--- src/rtl/fpu_div_arbiter_pkg.sv ---
// Shared types for the divider arbiter: FSM state encoding and index-width helper.
// Latency: n/a (declarations only).
// Backpressure: n/a.
package fpu_div_arbiter_pkg;

  typedef enum logic [1:0] {
    ARB_IDLE  = 2'd0,
    ARB_ISSUE = 2'd1,
    ARB_BUSY  = 2'd2,
    ARB_RESP  = 2'd3
  } fpuDivArbState_t;

  // Width needed to hold a requester index; never narrower than one bit.
  function automatic int unsigned idx_width(input int unsigned n);
    return (n <= 2) ? 1 : $clog2(n);
  endfunction

endpackage

--- src/rtl/fpu_rr_pick.sv ---
// Round-robin picker: first asserted request at or after the pointer, wrapping.
// Latency: purely combinational.
// Backpressure: none; the caller decides when to act on o_found.
//
// Ports:
//   i_req    - request vector, one bit per requester
//   i_rr_ptr - index that has highest priority this round
//   o_found  - at least one request is asserted
//   o_winner - index of the selected requester (0 when o_found is low)
module fpu_rr_pick #(
  parameter int N_REQ = 4,
  parameter int IDX_W = 2
) (
  input  logic [N_REQ-1:0] i_req,
  input  logic [IDX_W-1:0] i_rr_ptr,
  output logic             o_found,
  output logic [IDX_W-1:0] o_winner
);

  // One extra bit so ptr + offset can be folded back below N_REQ.
  localparam int SW = IDX_W + 1;

  logic [SW-1:0] w_sum;

  always_comb begin
    o_found  = 1'b0;
    o_winner = '0;
    w_sum    = '0;
    for (int k = 0; k < N_REQ; k++) begin
      w_sum = {1'b0, i_rr_ptr} + SW'(k);
      if (w_sum >= SW'(N_REQ)) begin
        w_sum = w_sum - SW'(N_REQ);
      end
      if (!o_found && i_req[w_sum[IDX_W-1:0]]) begin
        o_found  = 1'b1;
        o_winner = w_sum[IDX_W-1:0];
      end
    end
  end

endmodule

--- src/rtl/fpu_div_arbiter.sv ---
// Shares one divider among N_REQ requesters with round-robin grant, div-by-zero bypass and watchdog.
// Latency: grant 1 cycle after request; response 1 cycle after divDone (div-by-zero: 1 cycle after grant).
// Backpressure: requesters hold req/operands until gnt; only one divide is in flight at a time.
//
// Ports:
//   clock, reset            - clock and asynchronous active-low reset
//   req, reqA, reqB         - per-requester request level, dividend and divisor (packed, requester i at [i*WIDTH +: WIDTH])
//   gnt                     - one-hot grant pulse
//   divIn1, divIn2, divStart- latched operands and start pulse to the divider
//   divOut, divDone         - quotient and completion from the divider
//   rspValid, rspData       - one-hot response strobe and quotient
//   rspDivZero, rspTimeout  - response flags, meaningful with rspValid
//   busy                    - arbiter is not idle
module fpu_div_arbiter
  import fpu_div_arbiter_pkg::*;
#(
  parameter int WIDTH   = 16,
  parameter int N_REQ   = 4,
  parameter int TIMEOUT = 64
) (
  input  logic                   clock,
  input  logic                   reset,
  input  logic [N_REQ-1:0]       req,
  input  logic [N_REQ*WIDTH-1:0] reqA,
  input  logic [N_REQ*WIDTH-1:0] reqB,
  output logic [N_REQ-1:0]       gnt,
  output logic [WIDTH-1:0]       divIn1,
  output logic [WIDTH-1:0]       divIn2,
  output logic                   divStart,
  input  logic [WIDTH-1:0]       divOut,
  input  logic                   divDone,
  output logic [N_REQ-1:0]       rspValid,
  output logic [WIDTH-1:0]       rspData,
  output logic                   rspDivZero,
  output logic                   rspTimeout,
  output logic                   busy
);

  localparam int IDX_W = idx_width(N_REQ);
  localparam int CNT_W = $clog2(TIMEOUT);

  fpuDivArbState_t  r_state;
  fpuDivArbState_t  w_next_state;
  logic [IDX_W-1:0] r_owner;
  logic [IDX_W-1:0] r_rr_ptr;
  logic [CNT_W-1:0] r_wdog;
  logic [WIDTH-1:0] r_result;
  logic [WIDTH-1:0] r_div_in1;
  logic [WIDTH-1:0] r_div_in2;
  logic             r_div_zero;
  logic             r_timeout;

  logic             w_found;
  logic [IDX_W-1:0] w_winner;
  logic [WIDTH-1:0] w_opa;
  logic [WIDTH-1:0] w_opb;
  logic             w_wdog_expired;
  logic             w_divisor_zero;
  logic [N_REQ-1:0] w_owner_1h;

  fpu_rr_pick #(
    .N_REQ (N_REQ),
    .IDX_W (IDX_W)
  ) u_pick (
    .i_req    (req),
    .i_rr_ptr (r_rr_ptr),
    .o_found  (w_found),
    .o_winner (w_winner)
  );

  // Operand select for the winning requester.
  always_comb begin
    w_opa = '0;
    w_opb = '0;
    for (int i = 0; i < N_REQ; i++) begin
      if (w_winner == IDX_W'(i)) begin
        w_opa = reqA[i*WIDTH +: WIDTH];
        w_opb = reqB[i*WIDTH +: WIDTH];
      end
    end
  end

  assign w_wdog_expired = (r_wdog == CNT_W'(TIMEOUT - 1));
  assign w_divisor_zero = (r_div_in2 == '0);
  assign w_owner_1h     = N_REQ'(1) << r_owner;

  // State register
  always_ff @(posedge clock or negedge reset) begin
    if (!reset) begin
      r_state <= ARB_IDLE;
    end else begin
      r_state <= w_next_state;
    end
  end

  // Next-state logic
  always_comb begin
    w_next_state = r_state;
    case (r_state)
      ARB_IDLE:  if (w_found) w_next_state = ARB_ISSUE;
      ARB_ISSUE: w_next_state = w_divisor_zero ? ARB_RESP : ARB_BUSY;
      ARB_BUSY:  if (divDone || w_wdog_expired) w_next_state = ARB_RESP;
      ARB_RESP:  w_next_state = ARB_IDLE;
      default:   w_next_state = ARB_IDLE;
    endcase
  end

  // Outputs decoded from state plus registered datapath only
  always_comb begin
    gnt      = '0;
    divStart = 1'b0;
    rspValid = '0;
    rspData  = '0;
    busy     = (r_state != ARB_IDLE);
    case (r_state)
      ARB_ISSUE: begin
        gnt      = w_owner_1h;
        divStart = !w_divisor_zero;
      end
      ARB_RESP: begin
        rspValid = w_owner_1h;
        rspData  = r_result;
      end
      default: ;
    endcase
  end

  assign divIn1     = r_div_in1;
  assign divIn2     = r_div_in2;
  assign rspDivZero = r_div_zero;
  assign rspTimeout = r_timeout;

  // Datapath: owner/operand capture, watchdog, result and flags
  always_ff @(posedge clock or negedge reset) begin
    if (!reset) begin
      r_owner    <= '0;
      r_rr_ptr   <= '0;
      r_wdog     <= '0;
      r_result   <= '0;
      r_div_in1  <= '0;
      r_div_in2  <= '0;
      r_div_zero <= 1'b0;
      r_timeout  <= 1'b0;
    end else begin
      case (r_state)
        ARB_IDLE: begin
          if (w_found) begin
            r_owner   <= w_winner;
            r_div_in1 <= w_opa;
            r_div_in2 <= w_opb;
          end
        end
        ARB_ISSUE: begin
          r_wdog <= '0;
          if (w_divisor_zero) begin
            r_result   <= '1;
            r_div_zero <= 1'b1;
          end
        end
        ARB_BUSY: begin
          // A completion in the watchdog's last cycle still counts as success.
          if (divDone) begin
            r_result <= divOut;
          end else if (w_wdog_expired) begin
            r_result  <= '0;
            r_timeout <= 1'b1;
          end else begin
            r_wdog <= r_wdog + CNT_W'(1);
          end
        end
        ARB_RESP: begin
          r_rr_ptr   <= (r_owner == IDX_W'(N_REQ - 1)) ? '0 : r_owner + IDX_W'(1);
          r_div_zero <= 1'b0;
          r_timeout  <= 1'b0;
        end
        default: ;
      endcase
    end
  end

endmodule

--- config.mk ---
export PLATFORM = sky130hd
export DESIGN_NAME = fpu_div_arbiter
export DESIGN_NICKNAME = d
export VERILOG_FILES = /design/src/rtl/fpu_div_arbiter_pkg.sv /design/src/rtl/fpu_rr_pick.sv /design/src/rtl/fpu_div_arbiter.sv
export SDC_FILE = /design/constraint.sdc
export NUM_CORES = 1
export LEC_CHECK = 0
export ABC_AREA = 1
export ABC_CLOCK_PERIOD_IN_PS = 2040
export BUFFER_PORTS_ARGS = -buffer_cell sky130_fd_sc_hd__buf_4
export CORE_AREA = 2 2 114 116
export DETAILED_ROUTE_END_ITERATION = 16
export DIE_AREA = 0 0 116 118
export PLACE_DENSITY = 0.69
export SLEW_MARGIN = 20
export SYNTH_ARGS = -nofsm -noshare
export SYNTH_HDL_FRONTEND = slang
export SYNTH_SLANG_ARGS = --single-unit
--- constraint.sdc ---
create_clock -name clock -period 2.04 [get_ports clock]
set_input_delay 0.102 -clock clock [delete_from_list [all_inputs] [get_ports clock]]
set_output_delay 0.102 -clock clock [all_outputs]
set_load 0.05 [all_outputs]
Word level (Yosys, flattened, before mapping)
Index checks and enable logic that the tools add are counted.

storage, ports and cells
  output and inout bits = 60
  input bits = 151
  bits in registers = 62
  logic and storage cells = 112

operators by class
  order comparisons = 8
  shift-type cells = 1
  $add $sub $neg = 9
  eq/ne operators = 15
  mux-type cells = 49
  reduce and logical (&&, ||, !) cells = 21

operator list
  cell                   count
  $mux W16               12
  $pmux W16 S2           1
  $mux W2                11
  $logic_not A16 Y1      1
  $mux W1                13
  $lt A2 B3 Y1 const B   4
  $mux W6                2
  $pmux W6 S2            1
  $eq A2 B2 Y1 const B   5
  $ne A2 B2 Y1 const B   5
  $ge A3 B3 Y1 const B   3
  $reduce_and A3 Y1      3
  $bmux W1 S2            4
  $mux W4                2
  $pmux W2 S4            1
  $reduce_bool A2 Y1     4
  $sub A2 B1 Y2 const B  4
  $add A2 B2 Y3 const B  2
  $add A6 B1 Y6 const B  1
  $eq A6 B6 Y1 const B   1
  $reduce_and A2 Y1      3
  $eq A2 B1 Y1 const B   2
  $logic_not A1 Y1       4
  $logic_not A2 Y1       2
  other kinds (9)        12

Depth between registers and ports, before layout
Gate-level depths: netlist of the first run.

  depth in word-level cells = 19
  gate-level depth with buffers = 17
  gate-level depth less buffers = 15

Hierarchy
From an unflattened synthesis of the first run, not the netlist that was laid out.

unflattened totals
  cell total of the unflattened synthesis = 619
  area, all modules = 4139.0 um^2

modules (own cells, without submodules)
  module           instances  seq. area each (um^2)  area an instance (um^2)  cells each
  fpu_div_arbiter  1          1551.5                 3819.9                   560
  fpu_rr_pick      1          0.0                    319.1                    59

Worst setup path before layout of the first run
Ideal clock, no wire load.

  path type = flip-flop to flip-flop
  start = register r_div_in2[9] (netlist: divIn2[9])
  end = register r_result[12]
  data required time = 1.906 ns
  path buffers = 1
  library setup time = 0.134 ns
  clock period less this slack = 2.092 ns
  data arrival time = 1.957 ns
  slack = -0.052 ns
  stages on the path, launching flop included = 8
  cell sequence = dfrtp_1 nor4_1 nand4_1 nand2_1 inv_1 nor3_2 clkbuf_1 o21ai_0

on the way
  word-level cells in the longest chain between the ends = 3

RTL lines
  element                             line                    text
  start: declaration                  fpu_div_arbiter.sv:49   logic [WIDTH-1:0] r_div_in2;
  start signal: assignment            fpu_div_arbiter.sv:150  r_div_in2 <= w_opb;
  $logic_not A16 Y1                   fpu_div_arbiter.sv:84   assign w_divisor_zero = (r_div_in2 == '0);
  $ne A2 B2 Y1 (no source line)       -
  $reduce_and A3 Y1 (no source line)  -
  end signal: assignment              fpu_div_arbiter.sv:163  r_result <= divOut;
  end: declaration                    fpu_div_arbiter.sv:47   logic [WIDTH-1:0] r_result;

No other way between the ends.
A chain may end at the register's enable or synchronous reset.

Final worst setup path of the first run
  start = register r_rr_ptr[0]
  end = register r_div_in2[4] (netlist: divIn2[4])

on the way
  word-level cells in the longest chain between the ends = 19
  elaborated cells between the ends (all ways) = 46
  classes of those cells = add/sub: 7; order compare: 4; eq/ne: 3; mux: 24; reduce/logical: 8

RTL lines
  element                                                                 line                    text
  start: declaration                                                      fpu_div_arbiter.sv:45   logic [IDX_W-1:0] r_rr_ptr;
  start signal: assignment                                                fpu_div_arbiter.sv:172  r_rr_ptr <= (r_owner == IDX_W'(N_REQ - 1)) ? '0 : r_owner + IDX_W'(1);
  parallel branches: the longest is 19 deep, another holds $add A2 B1 Y3  -

Several ways; the timed one is not identified. The select of a mux whose other input is x is not followed.

==> results of run 1 <==
[layout make-up]
cell class                      instances  area, um^2  share of cell area
Timing Repair Buffer                  261        2190               0.293
Tap cell                              172         215              0.0288
Multi-Input combinational cell        537        2570               0.343
Clock inverter                          5        25.0             0.00334
Sequential cell                        62        1550               0.208
Timing Repair inverter                  3        18.8             0.00251
Inverter                              174         667              0.0891
Clock buffer                           11         243              0.0324
[critical path, cell delays in order, from the launching register on]
cell and delay (ns):
sky130_fd_sc_hd__dfrtp_2 0.46, sky130_fd_sc_hd__buf_6 0.16, sky130_fd_sc_hd__nand2_2 0.07, sky130_fd_sc_hd__nand2_2 0.06
sky130_fd_sc_hd__nand2_2 0.09, sky130_fd_sc_hd__nand2_4 0.08, sky130_fd_sc_hd__nand4_1 0.13, sky130_fd_sc_hd__nand2_2 0.08
sky130_fd_sc_hd__nor2_4 0.18, sky130_fd_sc_hd__nor2_4 0.05, sky130_fd_sc_hd__buf_12 0.15, sky130_fd_sc_hd__clkbuf_16 0.16
sky130_fd_sc_hd__nor2_1 0.08, sky130_fd_sc_hd__nand3_1 0.08, sky130_fd_sc_hd__nand2_1 0.10, sky130_fd_sc_hd__nand2_1 0.06
[synthesized netlist by cell type (2+ instances only)]
cell | count | area (um^2)
sky130_fd_sc_hd__a21oi_1 | 6 | 30.0
sky130_fd_sc_hd__buf_2 | 12 | 60.1
sky130_fd_sc_hd__buf_4 | 4 | 30.0
sky130_fd_sc_hd__buf_6 | 6 | 67.6
sky130_fd_sc_hd__clkbuf_1 | 9 | 33.8
sky130_fd_sc_hd__dfrtp_1 | 62 | 1550
sky130_fd_sc_hd__ha_1 | 10 | 125
sky130_fd_sc_hd__inv_1 | 171 | 642
sky130_fd_sc_hd__inv_2 | 3 | 11.3
sky130_fd_sc_hd__nand2_1 | 345 | 1290
sky130_fd_sc_hd__nand2_2 | 5 | 31.3
sky130_fd_sc_hd__nand3_1 | 59 | 295
sky130_fd_sc_hd__nand3b_1 | 4 | 30.0
sky130_fd_sc_hd__nand4_1 | 2 | 12.5
sky130_fd_sc_hd__nor2_1 | 58 | 218
sky130_fd_sc_hd__nor2_4 | 3 | 33.8
sky130_fd_sc_hd__nor3_1 | 2 | 10.0
sky130_fd_sc_hd__nor4_1 | 4 | 25.0
sky130_fd_sc_hd__o21ai_0 | 17 | 85.1
sky130_fd_sc_hd__o21ai_1 | 13 | 65.1
sky130_fd_sc_hd__or2_2 | 2 | 12.5
[repair_timing]
action / 4_1_cts / 5_1_grt
gates cloned: 0 / 11
hold endpoints to repair: 62 / 0
pin swaps: 0 / 21
endpoints found under the setup margin: 24 / 51
hold buffers: 1 / 0
setup buffers: 4 / 10
gates resized for setup: 3 / 87
[state kept, by name (all words and copies together), names as in the netlist]
register / cells
r_wdog: 6
divIn1: 16
rspTimeout: 1
r_state: 2
divIn2: 16
rspDivZero: 1
r_owner: 2
r_result: 16
r_rr_ptr: 2
[metrics by stage]
stage               instances  power, mW  worst slack (ns)  utilization
floorplan                 805       8.86            0.0407            -
global placement         1183       11.6           -0.0248        0.532
detailed placement       1183       11.7           -0.0368        0.532
CTS                      1204       13.3           -0.0422        0.558
global route             1225       16.3            -0.202        0.603
finish                   1225       15.1           -0.0786        0.603
[cell families after synthesis]
group	count (synthesis)	share of synthesized area
AO/OA/AOI/OAI	38	0.0415
adder cells (fa/ha/maj)	10	0.0265
buffers and inverters	206	0.179
flip-flops	62	0.328
AND/OR/NAND/NOR	489	0.424
[power breakdown]
part           switching [mW]  internal (mW)  total (mW)
Sequential              0.438           1.86        2.29
Clock                   0.555          0.844        1.40
Combinational            6.95           4.42        11.4
Total                    7.94           7.12        15.1
[per-layer routing]
| layer | up-vias | part of all wire | GRT usage |
|---|---|---|---|
| li1 | 2838 | - | - |
| met1 | 2459 | 0.41 | 0.277 |
| met2 | 210 | 0.48 | 0.370 |
| met3 | 35 | 0.076 | 0.0499 |
| met4 | 0 | 0.032 | 0.0818 |
| met5 | - | 0 | 0 |
[final timing paths]
path,from,end,slack [ns],cells past startpoint
setup / recovery,r_rr_ptr[0],divIn2[4],-0.08,15
hold / removal,reqA[17],divIn1[1],0.08,5
setup reg to reg,r_rr_ptr[0],divIn2[4],-0.08,15
hold reg to reg,divIn1[15],divIn1[15],0.48,2
max in group asynchronous,reset,r_rr_ptr[0],1.04,2
min in group asynchronous,reset,r_wdog[0],0.42,2
==> flow_results.org, run 1 <==
** Clock tree
- In this run the deepest clock path goes through 2 buffers.
- Clock latency on the worst-skew pair, taken at its later pin, is 0.32 ns.
- The H-tree was split into 3 levels.
- TritonCTS built the clock tree.
- After clock tree synthesis, the clock-pin slew on the worst setup and hold paths is 0.05 ns.
- CTS placed an instance of sky130_fd_sc_hd__clkbuf_16 at the clock tree root.
- Counting every sink on the clock net gives 62.
- TritonCTS created 9 clock buffers.

** Global routing
- Overall Global Routing Usage :: 0.222
- Initial antenna violation count :: 0
- Aggregate global routing overflow :: 0
- The number of global-route vias before repair was 5070.
- The first global-routing pass estimated 24.1 mm of wire.
- Pin count of the biggest net entering global routing :: 63

** Finish
- Fill cells in the final layout number 1187.
- ANT cells :: 0
- Most common cell after layout, fill and taps aside :: sky130_fd_sc_hd__nand2_1
- Final net count :: 1209
- Relative to the synthesized area, the layout overhead comes to 58.2%.
- In the layout the commonest cells are sky130_fd_sc_hd__nand2_1 (312), sky130_fd_sc_hd__buf_4 (236), sky130_fd_sc_hd__inv_1 (167), sky130_fd_sc_hd__dfrtp_1 (61), sky130_fd_sc_hd__nand3_1 (55).
- Fraction of layout cells with a size suffix above 1 :: 0.330
- Summing all non-filler instances in the final layout gives an area of 7480 um^2.

** STA
- At the pin with the least slew margin, the transition time is 0.832 ns.
- Achievable clock frequency :: 472 MHz
- Across all setup checks in the final design, the least slack found is -0.0786 ns.
- Count of pins over their slew limit :: 0
- Final hold analysis gives a worst-case slack of 0.0788 ns.
- Headroom to the max-slew limit came out at 0.445.
- For the final database, setup skew stands at 0.00623 ns.
- The hold violation count in the final report was 0.
- The smallest clock period supported by the final layout is computed as 2.12 ns.
- Total Neg Setup Slack :: -0.885 ns
- Count of endpoints failing setup in the final report :: 28
- RSZ-0062 raised after global routing :: true
- Post-route clock period utilization :: 1.04

** Placement
- Number of port buffers :: 210
- Detailed placement finished with a half-perimeter wire length of 11.5 mm.
- RD Place Congestion :: 0.860
- Post-place instance area :: 6610 um^2

** Synth
- Average size of a mapped cell :: 5.87 um^2
- After technology mapping, the gate count stands at 805.
- Main synth FF type :: sky130_fd_sc_hd__dfrtp_1
- Of all flip-flops after synthesis, the portion carrying an async set or reset was 1.00.
- Sequential area share after synthesis :: 0.328
- The synthesized netlist occupies a cell area of 4730 um^2.
- The number of different library cells used by synthesis comes to 29.
- EDFF count, synth :: 0
- Total of warnings raised by yosys :: 0
- FF+latch count, synth :: 62
- Post-synth net total :: 966

** Min path
- The path class of the tightest hold or removal check is input port to flop.

** Power and ir drop
- In this run the power density over the cells is 2010 nW/um^2.
- Reported leakage power :: 4.60 nW
- The worst-case IR drop observed on VDD is 0.886 mV.

** Detailed routing
- After detailed routing, the average wire length per cell comes to 13.4 um.
- Total Wirelength :: 16.4 mm
- The count of nets left with antenna violations once routing finished came out at 0.
- Starting DRT DRC Count :: 402
- Vias per cell :: 4.52
- Pre-antenna DRT Iters :: 4
- The detailed router placed 5542 vias in this run.
- After detailed routing, the number of remaining DRC violations is 0.

** Worst setup path
- CP max FO :: 9
- Data on the critical path arrives at its endpoint at 2.33 ns.
- STA classifies the critical path endpoint as a flop.
- STA classifies the critical path startpoint as a flop.
- CP Class :: flop to flop
- STA puts the critical path data required time at 2.25 ns.

** Floorplan
- Number of standard-cell rows in the floorplan :: 41
- Overall die width :: 116 um
- The die covers 13700 um^2.
- From bottom edge to top edge, the die measures 118 um.
- Core ar. :: 12400 um^2
- Starting Density :: 0.381
- Number of placed I/O pins :: 211

** Flow run
- The tool flagged a number of max-cap violations equal to 0.

** Status
- The checks that failed: setup timing.
- Run status :: complete, but fails checks
Power figures use the tool's default switching activity.
==> run 2: changes to the inputs <==
--- a/config.mk
+++ b/config.mk
@@ -12,6 +12,7 @@
 export DETAILED_ROUTE_END_ITERATION = 16
 export DIE_AREA = 0 0 116 118
 export PLACE_DENSITY = 0.69
+export RECOVER_POWER = 25
 export SLEW_MARGIN = 20
 export SYNTH_ARGS = -nofsm -noshare
 export SYNTH_HDL_FRONTEND = slang
==> run 2 against run 1 <==
Against the previous run:
- the run still ends with setup timing left
- power shrank 2.0%
- maximum frequency grew 0.52%
- critical endpoint unchanged
- first-iteration DRC count shrank 8.7%
- non-clock buffer count is the same
- wire length shrank 0.55%
- critical path type unchanged
- register-to-register slack is essentially flat
- largest power group unchanged
==> flow_results.org, run 2 (same netlist as run 1, synthesis figures left out) <==
** Detailed routing
- The remaining routing DRC violations came to 0 (unchanged).
- The post-detailed-route via-to-cell ratio was 4.54 (was 4.52).
- Total Wirelength :: 16.4 mm (about the same)
- The number of DRC markers in iteration 0 was 367 (was 402).
- The final antenna-violating net count came to 0 (unchanged).
- Average routed wire per standard cell :: 13.3 um (was 13.4 um)
- Pre-antenna DRT Iters :: 4 (unchanged)
- The vias after detailed routing came to 5559 (was 5542).

** Power and ir drop
- The total leakage power came to 4.47 nW (was 4.60 nW).
- The share of total power consumed by net switching is 0.536 (was 0.527).
- The net load switching power came to 7.91 mW (was 7.94 mW).
- The internal power consumption came to 6.85 mW (was 7.12 mW).
- The sequential share of power came to 0.155 (was 0.152).
- The clock network power share was 0.095 (was 0.093).
- The power share of the combinational group came to 0.750 (was 0.755).
- The maximum vdd ir drop is 0.869 mV (was 0.886 mV).
- Cell Pwr Density :: 2010 nW/um^2 (about the same)
- The total power of the final layout is 14.8 mW (was 15.1 mW).

** Worst setup path
- Crit end category :: flop (unchanged)
- Highest cell delay on the worst timing path :: 0.46 ns (about the same)
- Cell-by-cell trace of the critical path :: buf_6 > nand2_2 > nand2_2 > nand2_2 > nand2_4 > nand4_1 > nand2_2 > nor2_4 > nor2_4 > buf_12 > clkbuf_16 > nor2_1 > nand3_1 > nand2_1 > nand2_1 (unchanged)
- The peak fanout along the critical path was 9 (unchanged).
- CP Class :: flop to flop (unchanged)
- The standard cell with the maximum stage delay on the critical path is sky130_fd_sc_hd__dfrtp_2 (unchanged).
- The data arrival at the endpoint of the critical path came to 2.32 ns (was 2.33 ns).
- Startpoint types :: flop (unchanged)
- The critical path's most frequent cell is sky130_fd_sc_hd__nand2_2 (unchanged).
- The required arrival time at the worst endpoint was 2.25 ns (about the same).

** Finish
- The number of nets in the layout is 1209 (unchanged).
- ANT cells :: 0 (unchanged)
- Top library cells by usage in the layout, fill and taps aside :: sky130_fd_sc_hd__nand2_1 (312), sky130_fd_sc_hd__buf_4 (201), sky130_fd_sc_hd__inv_1 (167), sky130_fd_sc_hd__dfrtp_1 (61), sky130_fd_sc_hd__nand3_1 (55) (was sky130_fd_sc_hd__nand2_1 (312), sky130_fd_sc_hd__buf_4 (236), sky130_fd_sc_hd__inv_1 (167), sky130_fd_sc_hd__dfrtp_1 (61), sky130_fd_sc_hd__nand3_1 (55))
- The fill cell total of the finished layout came to 1223 (was 1187).
- Most common cell after layout, fill and taps aside :: sky130_fd_sc_hd__nand2_1 (unchanged)
- The share of layout cells above drive strength 1 was 0.297 (was 0.330).
- The layout overhead on the synthesized area is 55.5% (was 58.2%).

** Global routing
- Global-route wire length before repair :: 24.1 mm (unchanged)
- The number of global-route vias before repair is 5070 (unchanged).
- The total track usage is 0.222 (unchanged).
- The initial antenna violation count is 0 (unchanged).
- Aggregate global routing overflow :: 0 (unchanged)
- Pin count of the biggest net entering global routing :: 63 (unchanged)

** Floorplan
- Number of placed I/O pins :: 211 (unchanged)
- Number of standard-cell rows in the floorplan :: 41 (unchanged)
- The die area is 13700 um^2 (unchanged).
- Core ar. :: 12400 um^2 (unchanged)
- The starting density of the core is 0.381 (unchanged).
- The chip width came to 116 um (unchanged).
- The die height is 118 um (unchanged).

** Clock tree
- The clock-pin transition on the worst setup and hold timing paths was 0.05 ns (about the same).
- The maximum clock path buffer count came to 2 (unchanged).
- Clock tree from TritonCTS :: done (unchanged)
- Number of buffers created by CTS :: 9 (unchanged)
- The clock insertion delay at the later pin of the skew report came to 0.32 ns (about the same).
- The clock tree root buffer cell is sky130_fd_sc_hd__clkbuf_16 (unchanged).
- The clock sink count came to 62 (unchanged).
- Number of levels the H-tree was split into :: 3 (unchanged)

** Status
- Violated checks :: setup timing (unchanged)
- Run status :: complete, but fails checks (unchanged)

** STA
- Worst slew pin tran :: 1.48 ns (was 0.832 ns)
- Clock skew :: 0.00619 ns (was 0.00623 ns)
- Hold WS :: 0.0791 ns (was 0.0788 ns)
- The max-slew violation count came to 0 (unchanged).
- Count of endpoints failing setup in the final report :: 28 (unchanged)
- Achievable clock frequency :: 474 MHz (was 472 MHz)
- The clock period minus worst slack is 2.11 ns (was 2.12 ns).
- Number of endpoints with negative hold slack in the final report :: 0 (unchanged)
- The relative slew slack is 0.0156 (was 0.445).
- RSZ-0062 raised after global routing: true (unchanged).
- The portion of the clock cycle consumed by the worst path in the final layout was 1.03 (was 1.04).
- Setup slack after layout :: -0.0675 ns (was -0.0786 ns)

** Placement
- The half-perimeter wire length after detailed placement came to 11.5 mm (unchanged).
- Number of port buffers :: 210 (unchanged)
- The placer's final routability congestion estimate came to 0.860 (unchanged).

** Min path
- The path type of the worst min-delay path is input port to flop (unchanged).

** Flow run
- The number of max-cap violations came to 0 (unchanged).
## run 2: cell count changes in the layout (fill, tap and decap cells not counted), sizes merged
cell | previous run | this run
clkbuf | 16 | 50
buf | 255 | 221
## run 2: path summary, 6_finish.rpt
| path | start | endpoint | slack (ns) | cells after the start |
|---|---|---|---|---|
| setup / recovery | r_rr_ptr[0] | divIn2[4] | -0.07 | 15 |
| hold / removal | reqA[17] | divIn1[1] | 0.08 | 5 |
| setup reg to reg | r_rr_ptr[0] | divIn2[4] | -0.07 | 15 |
| hold reg to reg | divIn1[15] | divIn1[15] | 0.47 | 2 |
| max in group asynchronous | reset | r_rr_ptr[0] | 0.39 | 2 |
| min in group asynchronous | reset | r_wdog[0] | 0.68 | 2 |
## run 2: timing repair
action | in CTS | in global routing
endpoints found under the hold margin | 62 | 0
pin swaps | 0 | 21
setup endpoints to repair | 24 | 51
gates resized for setup | 3 | 87
hold buffers | 1 | 0
cloned | 0 | 11
setup buffers | 4 | 10
## run 2: area by class of cell
class / count / area (um^2) / area share
multi-input cells: 537 / 2570 / 0.349
repair buffers: 261 / 2060 / 0.281
flip-flops and latches: 62 / 1550 / 0.211
inverters: 174 / 667 / 0.0907
clock buffers: 11 / 243 / 0.0330
well taps: 172 / 215 / 0.0293
clock inverters: 5 / 25.0 / 0.00340
repair inverters: 3 / 18.8 / 0.00255
## run 2: power groups by stage
stage | sequential [mW] | combinational (mW) | clock (mW)
after detailed placement | 2.27 | 9.45 | 0
after floorplan | 3.26 | 5.61 | 0
after CTS | 2.27 | 9.55 | 1.43
final | 2.29 | 11.1 | 1.40
after global routing | 2.36 | 12.2 | 1.50
after global placement | 2.27 | 9.38 | 0
## run 2: critical path, delay by kind of cell, from the launching register on
| kind | cells | cell delay (ns) |
|---|---|---|
| and+or+nand+nor | 12 | 1.06 |
| buffers and inverters | 3 | 0.47 |
| DFF | 1 | 0.46 |
## run 2: per-layer routing
metal / vias up / wire length [um] / share of wire / GRT usage
li1: 2840 / - / - / -
met1: 2458 / 6740 / 0.41 / 0.277
met2: 226 / 7830 / 0.48 / 0.370
met3: 35 / 1230 / 0.075 / 0.0499
met4: 0 / 547 / 0.033 / 0.0818
met5: - / 0 / 0 / 0
## run 2: stage by stage
stage | instance area (um^2) | TNS, ns | std cells | setup slack, ns | util
global placement | 6610 | -0.0248 | 1183 | -0.0248 | 0.532
floorplan | 4730 | 0 | 805 | 0.0407 | -
global route | 7350 | -5.72 | 1225 | -0.202 | 0.592
detailed placement | 6610 | -0.446 | 1183 | -0.0368 | 0.532
finish | 7350 | -0.809 | 1225 | -0.0675 | 0.592
CTS | 6930 | -0.350 | 1204 | -0.0422 | 0.558
==> run 3: changes to the inputs <==
--- a/config.mk
+++ b/config.mk
@@ -13,6 +13,7 @@
 export DIE_AREA = 0 0 116 118
 export PLACE_DENSITY = 0.69
 export RECOVER_POWER = 25
+export SETUP_SLACK_MARGIN = 0.15
 export SLEW_MARGIN = 20
 export SYNTH_ARGS = -nofsm -noshare
 export SYNTH_HDL_FRONTEND = slang
==> run 3 against run 2 <==
Against the previous run:
- sequential power grew 3%
- non-clock buffer count grew 6
- the run ends with capacitance limit, slew limit, setup timing left
- highest routed layer unchanged
- wire length shrank 1.8%
- clock-buffer cell count shrank 2
- sequential share of layout area shrank 0.22 points
- via count shrank 1.5%
- die area is the same
- clock skew grew 0.0030 ns
- global-route usage grew 0.45 points
- critical path type unchanged
- combinational power is essentially flat
- critical path depth grew 1
- flip-flop and latch count is the same
==> flow_results.org, run 3 (same netlist as run 1, synthesis figures left out) <==
** Power and ir drop
- Reported leakage power :: 4.52 nW (was 4.47 nW)
- Switching power :: 7.96 mW (was 7.91 mW)
- The ratio of total power to cell area came to 2050 nW/um^2 (was 2010 nW/um^2).
- The maximum vdd ir drop is 1.15 mV (was 0.869 mV).
- Part of the power in the clock network :: 0.116 (was 0.095)
- Sw frac :: 0.516 (was 0.536)
- Combinational power share :: 0.732 (was 0.750)
- The sequential share of power is 0.152 (was 0.155).
- The internal power consumption is 7.46 mW (was 6.85 mW).

** Detailed routing
- The aggregate routed wire length came to 16.1 mm (was 16.4 mm).
- The remaining routing DRC violations came to 0 (unchanged).
- The detail-routed net length per standard cell is 13.1 um (was 13.3 um).
- DR vias :: 5475 (was 5559)
- The number of DRC markers in iteration 0 came to 201 (was 367).
- The post-detailed-route via-to-cell ratio was 4.45 (was 4.54).
- Post-route ant nets :: 0 (unchanged)
- The length of the first detailed-routing pass in iterations came to 4 (unchanged).

** Finish
- Top library cells by usage in the layout, fill and taps aside: sky130_fd_sc_hd__nand2_1 (329), sky130_fd_sc_hd__buf_4 (214), sky130_fd_sc_hd__inv_1 (166), sky130_fd_sc_hd__nand3_1 (51), sky130_fd_sc_hd__nor2_1 (50) (was sky130_fd_sc_hd__nand2_1 (312), sky130_fd_sc_hd__buf_4 (201), sky130_fd_sc_hd__inv_1 (167), sky130_fd_sc_hd__dfrtp_1 (61), sky130_fd_sc_hd__nand3_1 (55)).
- The layout overhead on the synthesized area was 58.7% (was 55.5%).
- Most common cell after layout, fill and taps aside :: sky130_fd_sc_hd__nand2_1 (unchanged)
- The share of layout cells above drive strength 1 came to 0.315 (was 0.297).
- The non-filler instance count after layout is 1229 (was 1225).
- The number of nets in the layout was 1213 (was 1209).
- ANT cells :: 0 (unchanged)

** Status
- Run status :: complete, but fails checks (unchanged)
- Violated checks: capacitance limit, slew limit, setup timing (was setup timing).

** Floorplan
- The die area was 13700 um^2 (unchanged).
- Core ar. :: 12400 um^2 (unchanged)
- The number of core rows was 41 (unchanged).
- The chip width is 116 um (unchanged).
- The number of ports placed on the die boundary is 211 (unchanged).
- The starting density of the core came to 0.381 (unchanged).
- The die height was 118 um (unchanged).

** STA
- RSZ-0062 raised after global routing: true (unchanged).
- Slew HR :: -0.0660 (was 0.0156)
- Clock skew :: 0.00920 ns (was 0.00619 ns)
- The worst hold slack came to 0.0746 ns (was 0.0791 ns).
- Final min period :: 2.11 ns (about the same)
- Total Neg Setup Slack :: -0.708 ns (was -0.809 ns)
- Post-route clock period utilization :: 1.03 (about the same)
- Worst slew pin tran :: 1.60 ns (was 1.48 ns)
- Setup slack after layout :: -0.0702 ns (was -0.0675 ns)
- Count of endpoints failing setup in the final report :: 27 (was 28)
- The max-slew violation count is 63 (was 0).
- Achievable clock frequency :: 474 MHz (about the same)
- Number of endpoints with negative hold slack in the final report :: 0 (unchanged)

** Worst setup path
- The startpoint-to-endpoint class of the critical path is flop to flop (unchanged).
- The endpoint of the worst register-to-register path was divIn2[1] (was divIn2[4]).
- Setup slack of the worst register-to-register path :: -0.07 ns (about the same)
- The launch point of the worst reg-to-reg path was r_rr_ptr[0] (unchanged).
- Library cell appearing most often on the critical path :: sky130_fd_sc_hd__nor2_1 (was sky130_fd_sc_hd__nand2_2)
- The peak fanout along the critical path is 8 (was 9).
- Cell-by-cell trace of the critical path: buf_6 > nand2_2 > nand3_2 > nand2_4 > nor2_1 > nor2_1 > nand2_2 > nand2_4 > nor2_4 > buf_12 > buf_8 > buf_16 > nor2_1 > nand3_1 > nand2_1 > nand2_1 (was buf_6 > nand2_2 > nand2_2 > nand2_2 > nand2_4 > nand4_1 > nand2_2 > nor2_4 > nor2_4 > buf_12 > clkbuf_16 > nor2_1 > nand3_1 > nand2_1 > nand2_1).
- The required arrival time at the worst endpoint came to 2.25 ns (about the same).
- Crit end category :: flop (unchanged)
- The critical path startpoint category is a flop (unchanged).
- The highest cell delay on the worst timing path came to 0.45 ns (was 0.46 ns).
- Signal arrival time at the worst endpoint :: 2.32 ns (about the same)
- Highest-delay cell along the critical path :: sky130_fd_sc_hd__dfrtp_2 (unchanged)
- Path depth of the worst reg2reg path :: 16 (was 15)

** Placement
- The port buffer count came to 210 (unchanged).
- Setup slack after placement :: -0.0688 ns (was -0.0368 ns)
- The placer's final routability congestion estimate came to 0.876 (was 0.860).
- The cell total after placement is 1180 (was 1183).
- DP HPWL :: 11.2 mm (was 11.5 mm)

** Min path
- The number of cells on the worst hold path is 5 (unchanged).
- The startpoint of the most critical hold path was reqB[12] (was reqA[17]).
- The worst hold path endpoint is divIn2[12] (was divIn1[1]).
- The path type of the worst min-delay path was input port to flop (unchanged).

** Clock tree
- Root buffer cell :: sky130_fd_sc_hd__clkbuf_16 (unchanged)
- The maximum clock path buffer count is 2 (unchanged).
- The clock sink count came to 62 (unchanged).
- The number of levels the H-tree was split into was 3 (unchanged).
- The clock-pin transition on the worst setup and hold timing paths is 0.06 ns (was 0.05 ns).
- Number of buffers created by CTS :: 9 (unchanged)
- Worst-Skew Late Latency :: 0.33 ns (was 0.32 ns)
- Clock tree from TritonCTS :: done (unchanged)

** Global routing
- Global-route track usage on met2 :: 0.398 (was 0.370)
- Overall Global Routing Usage :: 0.226 (was 0.222)
- The most used routing layer in global routing was met2 (unchanged).
- Global-route wire length before repair :: 24.6 mm (was 24.1 mm)
- The met1 usage came to 0.258 (was 0.277).
- Initial antenna violation count :: 0 (unchanged)
- GR Layer Usage met3 :: 0.0685 (was 0.0499)
- Pin count of the biggest net entering global routing :: 63 (unchanged)
- The number of global-route vias before repair was 5210 (was 5070).
- Aggregate global routing overflow :: 0 (unchanged)

** Flow run
- The number of max-cap violations was 1 (was 0).
[run 3: changes by cell type in the layout (fill, tap and decap cells not counted), moves of 4 or more]
cell and delta:
sky130_fd_sc_hd__nand2_1 +17, sky130_fd_sc_hd__buf_4 +13, sky130_fd_sc_hd__dfrtp_1 -13, sky130_fd_sc_hd__dfrtp_2 +13
sky130_fd_sc_hd__nand2_2 -10, sky130_fd_sc_hd__buf_6 -7, sky130_fd_sc_hd__clkinv_2 -6, sky130_fd_sc_hd__nand2_4 -6
sky130_fd_sc_hd__nand3_2 +6, sky130_fd_sc_hd__buf_16 +4, sky130_fd_sc_hd__nand3_1 -4, sky130_fd_sc_hd__nor2_1 -4
sky130_fd_sc_hd__o21ai_0 -4, sky130_fd_sc_hd__o21ai_2 +4
[run 3: worst max-delay path: cells and delay by family (launching register included)]
kind                   cells  cell delay, ns
buffers and inverters      4            0.55
flip-flops                 1            0.45
AND/OR/NAND/NOR           12            0.97
[run 3: worst max path at each step]
stage                      startpoint      endpoint  cells after the start
final                     r_rr_ptr[0]     divIn2[1]                     16
after detailed placement  r_rr_ptr[0]     divIn2[0]                     15
after global placement    r_rr_ptr[0]     divIn2[0]                     15
after floorplan             divIn2[9]  r_result[12]                      7
after global routing      r_rr_ptr[0]    divIn2[15]                     16
after CTS                 r_rr_ptr[0]     divIn1[1]                     16
[run 3: power groups by stage]
stage               registers (mW)  logic, mW  clock network [mW]
global placement              2.28       9.29                   0
global route                  2.42       12.4                1.88
floorplan                     3.28       5.61                   0
detailed placement            2.29       9.41                   0
finish                        2.35       11.3                1.79
CTS                           2.34       10.7                1.81
[run 3: stage by stage]
step           instance area, um^2   util  power, mW
5_1_grt                       7510  0.605       16.7
6_report                      7510  0.605       15.4
4_1_cts                       7320  0.589       14.8
2_1_floorplan                 4740      -       8.89
3_3_place_gp                  6590  0.531       11.6
3_5_place_dp                  6590  0.531       11.7
[run 3: repair_timing]
item                                    CTS  global route
resized for setup                        38            50
pin swaps                                 4            24
gates cloned                              5             3
endpoints found under the setup margin   51            55
hold buffers                              1             0
buffers inserted                         17             7
hold endpoints to repair                 62             0
[run 3: per-layer routing]
metal | wire length (um) | vias to the layer above
li1 | - | 2852
met1 | 6490 | 2427
met2 | 7940 | 176
met3 | 1340 | 20
met4 | 293 | 0
met5 | 0 | -
[run 3: layout make-up]
class                           count  area (um^2)
Timing Repair Buffer              267         2130
Tap cell                          172          215
Clock buffer                        9          225
Sequential cell                    62         1570
Fill cell                        1264         4910
Clock inverter                      7          123
Timing Repair inverter              1         7.51
Multi-Input combinational cell    537         2580
Inverter                          174          657
